### src/rtl/pman_btn_cond.sv
// Button conditioner for the Pac-Man movement controller: 2-FF sync, per-button
// debounce and a sticky press latch so no debounced press is missed by frame_tick.
module pman_btn_cond #(
    parameter int N_BTN        = 5,
    parameter int DEBOUNCE_CYC = 1_485_000,
    parameter int CNT_W        = 21
) (
    input  logic             clk_pix,
    input  logic             rstn,
    input  logic [N_BTN-1:0] btn_raw,
    input  logic             frame_tick,
    output logic [N_BTN-1:0] btn_level,
    output logic [N_BTN-1:0] btn_rise,
    output logic [N_BTN-1:0] btn_pulse
);

    localparam logic [CNT_W-1:0] CNT_LAST = CNT_W'(DEBOUNCE_CYC - 1);

    logic [N_BTN-1:0] s1;
    logic [N_BTN-1:0] s2;
    logic [N_BTN-1:0] level_nxt;
    logic [N_BTN-1:0] rise_nxt;
    logic [N_BTN-1:0] press_pend;
    logic [CNT_W-1:0] cnt     [N_BTN];
    logic [CNT_W-1:0] cnt_nxt [N_BTN];

    // NOTE: sequential state uses non-blocking assignments so every register
    // samples pre-edge values, independent of process ordering.
    always_ff @(posedge clk_pix or negedge rstn) begin
        if (!rstn) begin
            s1 <= '0;
            s2 <= '0;
        end else begin
            s1 <= btn_raw;
            s2 <= s1;
        end
    end

    // NOTE: every combinational output gets a default before any branch,
    // otherwise an unassigned path infers a latch.
    always_comb begin
        level_nxt = btn_level;
        for (int i = 0; i < N_BTN; i++) begin
            cnt_nxt[i] = '0;
            if (s2[i] != btn_level[i]) begin
                if (cnt[i] == CNT_LAST) begin
                    level_nxt[i] = s2[i];
                end else begin
                    cnt_nxt[i] = cnt[i] + 1'b1;
                end
            end
        end
        rise_nxt = level_nxt & ~btn_level;
    end

    // NOTE: the counter array is small and must restart from zero after a
    // mid-count reset, so it is reset like any other register.
    always_ff @(posedge clk_pix or negedge rstn) begin
        if (!rstn) begin
            for (int i = 0; i < N_BTN; i++) begin
                cnt[i] <= '0;
            end
            btn_level  <= '0;
            btn_rise   <= '0;
            press_pend <= '0;
        end else begin
            for (int i = 0; i < N_BTN; i++) begin
                cnt[i] <= cnt_nxt[i];
            end
            btn_level  <= level_nxt;
            btn_rise   <= rise_nxt;
            // A new rise beats a coincident frame_tick.
            press_pend <= rise_nxt | (press_pend & ~{N_BTN{frame_tick}});
        end
    end

    assign btn_pulse = btn_level | press_pend;

endmodule
### config.mk
export PLATFORM = sky130hd
export DESIGN_NAME = pman_btn_cond
export DESIGN_NICKNAME = d
export VERILOG_FILES = /design/src/rtl/pman_btn_cond.sv
export SDC_FILE = /design/constraint.sdc
export NUM_CORES = 1
export LEC_CHECK = 0
export CELL_PAD_IN_SITES_DETAIL_PLACEMENT = 1
export CELL_PAD_IN_SITES_GLOBAL_PLACEMENT = 2
export CORE_MARGIN = 8
export CORE_UTILIZATION = 43
export DETAILED_ROUTE_END_ITERATION = 8
export PLACE_DENSITY = 0.86
export SLEW_MARGIN = 40
export SYNTH_ARGS = -nofsm -noshare
export SYNTH_HDL_FRONTEND = slang
export SYNTH_SLANG_ARGS = --single-unit
### constraint.sdc
create_clock -name clk_pix -period 3.05 [get_ports clk_pix]
set_input_delay 0.4575 -clock clk_pix [delete_from_list [all_inputs] [get_ports clk_pix]]
set_output_delay 0.4575 -clock clk_pix [all_outputs]
set_load 0.05 [all_outputs]
**After elaboration in Yosys (flattened, before gate mapping)**

Index checks and enable logic that the tools add are counted.
Widths: inputs -> output; s select.

- Bits in registers: 130
- Output and inout bits: 15
- Word-level logic and storage cells: 51

- Muxes and demuxes: 20
- Eq/ne operators: 10
- Bitwise operators: 6
- $add $sub $neg: 5

Operators by type and width:

| cell | count |
|---|---|
| $mux 21 | 10 |
| $add 21x1->21 const B | 5 |
| $eq 21x21->1 const B | 5 |
| $and 5x5->5 | 2 |
| $mux 1 | 10 |
| $not 5->5 | 2 |
| $or 5x5->5 | 2 |
| $ne 1x1->1 | 5 |

**Logic depth before layout (Yosys ltp)**

- Depth in word-level cells: 5
- Mapped depth: 6
- Gate-level depth less buffers: 5

**Least setup slack after synthesis**

OpenSTA, ideal clock, no wires.

- Path type: reg2reg
- From: register cnt[84] (netlist name)
- To: register cnt[87] (netlist name)
- Cell stages (with the launch flop): 6
- Setup time: 0.122 ns
- Buffers on the path: 1
- Clock period less this slack: 1.946 ns
- Path slack: 1.104 ns
- Data arrival time: 1.824 ns
- Path through: dfrtp_1 -> ha_1 -> or4bb_1 -> o31ai_2 -> buf_2 -> nor2_1

RTL lines:

| element | line | text |
|---|---|---|
| from (decl) | 24 | `logic [CNT_W-1:0] cnt [N_BTN];` |
| from (signal, indexed assignment) | 68 | `cnt[i] <= cnt_nxt[i];` |

**Final worst setup path**

- From: register btn_level[1]
- To: output btn_pulse[1]

- Longest elaborated chain between the ends: 1

RTL lines:

| element | line | text |
|---|---|---|
| from (decl) | 12 | `output logic [N_BTN-1:0] btn_level,` |
| from (signal assigned) | 70 | `btn_level <= level_nxt;` |
| $or 5x5->5 | 77 | `assign btn_pulse = btn_level \| press_pend;` |
| to (decl) | 14 | `output logic [N_BTN-1:0] btn_pulse` |

Every way passes these cells.

==> impl_metrics.toml <==
[timing]
fin_crit_ns = 2.335
fin_setup_tns_ns = 0
rsz0062_at_grt = "false"
clock.fmax_mhz = 428.3
slew_violations = 0
finalHoldViolations = 0
setup_violations = 0
fin_crit_sh_pct = 76.56
worst_pin_slew_ns = 0.7075
maxSlewHeadroom_pct = 52.83
fin_skew_ns = 0.006430

[detailed_routing]
vias = 4748
vias_per_cell = 5.700
drtPass1Iterations = 4
drt_iter0_drc = 192
ant_nets = 0
drt_wl_total_um = 14590
post_drt_wl_per_cell_um = 17.52
drc = 0

[clock_network]
tritoncts = "built"
h-tree-depth = 4
clkTransAtPathRegs_ns = 0.06
cts_setup_buffers = 0
cts_hold_buf = 0
ctsResizeCount = 0
clock_latency_ns = 0.42
clock_path_buffers = 2
cts.sinks = 130
cts_root_buf = "clkbuf_16"
cts_buffers = 17

[min_path]
hold_path.class = "input port to async pin"

[die]
initial_core_util_pct = 44.16
ios = 23
fp.dieW_um = 135.6
rows = 43
die-area_um2 = 18390
core_um2 = 13930
die_y_um = 135.6

[worst_setup_path]
cp_cell_sequence = "or2_2 -> clkdlybuf4s50_1"
cp_max_fo = 5
cp.arrival_ns = 1.88
cp-start-kind = "flop"
crit_slowest_cell = "clkdlybuf4s50_1"
crit_type = "flop to output port"
cp.required_ns = 2.59
cpPeakStageDelay_ns = 0.71
critPathCaptureType = "output port"

[power]
peakVddDrop_v = 0.0003702
p_per_area_nw_per_um2 = 544.7
p_leak_nw = 2.918

[global_routing]
overflow = 0
grt_max_degree = 76
grt_pass1_wl_um = 25020
grt_pass1_vias = 5019
antenna_found_initial = 0
grt_use_total_pct = 16.91

[yosys]
ys_ff_latch = 130
yosysUniqueCellTypes = 36
ys_seq_area_share_pct = 52.87
async_reset_ff_share_pct = 100.0
synthCells = 610
synth_top_area_share_pct = 52.87
avgSynthCellArea_um2 = 10.09
yosysWarnings = 0
post-synth-top-area-cell = "dfrtp_1"
syn-num-nets = 623
synth_area_leaders = "dfrtp_1 (53%), xor2_1 (5.7%), nor2_1 (4.3%)"
netlist_area_um2 = 6153
synth_ff_type = "dfrtp_1"
synth_enable_flop_cells = 0
synth_common_cells = "dfrtp_1 (130), nor2_1 (70), xor2_1 (40)"
synth_most_common_cell = "dfrtp_1"

[job]
maxCapViolations = 0

[outcome]
status = "complete, no violations"

[placed_design]
place.gp.congestion = 0.8153
dp_hpwl_um = 9922
io_buffers = 22

[finish]
finish.utilization_pct = 51.68
diodes = 0
area_delta_synth_final_pct = 17.04
nFillCells = 1535
drive_above_1_share_pct = 8.882
fin_nets = 653
==> stage by stage <==
stage	cell area [µm²]	hold slack, ns	total power, mW	worst slack [ns]	instances
global route	7202	0.1186	4.036	0.6626	833
floorplan	6153	0.1619	1.844	1.104	610
CTS	7194	0.08967	3.964	0.6865	833
global placement	6595	0.3346	1.914	0.9364	801
finish	7202	0.04827	3.923	0.7150	833
detailed placement	6595	0.3379	1.922	0.8458	801
==> cells by family (layout without fill, tap and decap cells) <==
| kind of cell | after synthesis | in the layout | synth area share [%] |
|---|---|---|---|
| multiplexers | 5 | 5 | 0.9149 |
| adder cells (fa/ha/maj) | 5 | 5 | 1.017 |
| AO/OA/AOI/OAI | 78 | 78 | 7.442 |
| flip-flops | 130 | 130 | 52.87 |
| buffers and inverters | 31 | 74 | 1.952 |
| XOR/XNOR | 66 | 66 | 9.394 |
| AND/OR/NAND/NOR | 295 | 295 | 26.41 |
==> final timing paths <==
path,startpoint,to,slack (ns),depth (start not counted)
setup / recovery,btn_level[1],btn_pulse[1],0.71,2
hold / removal,rstn,cnt[41],0.05,1
setup reg to reg,cnt[84],cnt[103],0.86,5
hold reg to reg,s1[0],s2[0],0.35,0
max in group asynchronous,rstn,cnt[8],2.27,2
min in group clk_pix,s1[0],s2[0],0.35,0
==> sequential cells by signal (all words and copies together), names as in the netlist <==
register	count
btn_rise	5
press_pend	5
btn_level	5
s2	5
s1	5
cnt	105
==> placed cells by master, fill, tap and decap left out, types with 10 or more instances in the layout <==
cell             Yosys  layout
nand4_1             26      26
clkdlybuf4s50_1      0      21
or3_1               27      27
o31ai_1             16      15
and4_1              11      11
nor2_1              70      70
nor3_1              11      11
nor4_1              11      11
xor2_1              40      40
dfrtp_1            130     130
xnor2_1             26      26
a21oi_1             34      34
or4_1               20      20
o21ai_0             19      19
clkbuf_16            0      17
or2_2               10      10
nand2_1             34      34
nand3_1             39      39
inv_1               14      14
==> cell type report <==
cell class | instances | area (µm²) | share of cell area, %
multi-input combinational | 449 | 2793 | 38.78
clock inverter | 12 | 132.6 | 1.842
inverter | 14 | 52.55 | 0.7297
tap | 180 | 225.2 | 3.127
timing repair buffer | 28 | 279.0 | 3.874
clock buffer | 20 | 466.7 | 6.480
sequential | 130 | 3253 | 45.17
==> power breakdown <==
group          internal, mW  switching (mW)
registers              1.75          0.0253
logic                0.0356          0.0788
clock network          1.27           0.769
total                  3.05           0.873
==> routing by layer <==
metal / vias to the layer above / wire (µm) / part of all wire, % / track usage (%)
li1: 2264 / - / - / -
met1: 2404 / 6931 / 48 / 22.51
met5: - / 0 / 0 / 0
met4: 0 / 259 / 1.8 / 6.848
met3: 19 / 459 / 3.1 / 3.635
met2: 61 / 6940 / 48 / 26.23
==> critical path: cells and delay by family (launching register included) <==
family,cells,cell delay (ns)
buf+inv,1,0.71
flops,1,0.42
simple gates,1,0.32
Power figures use the tool's default switching activity.
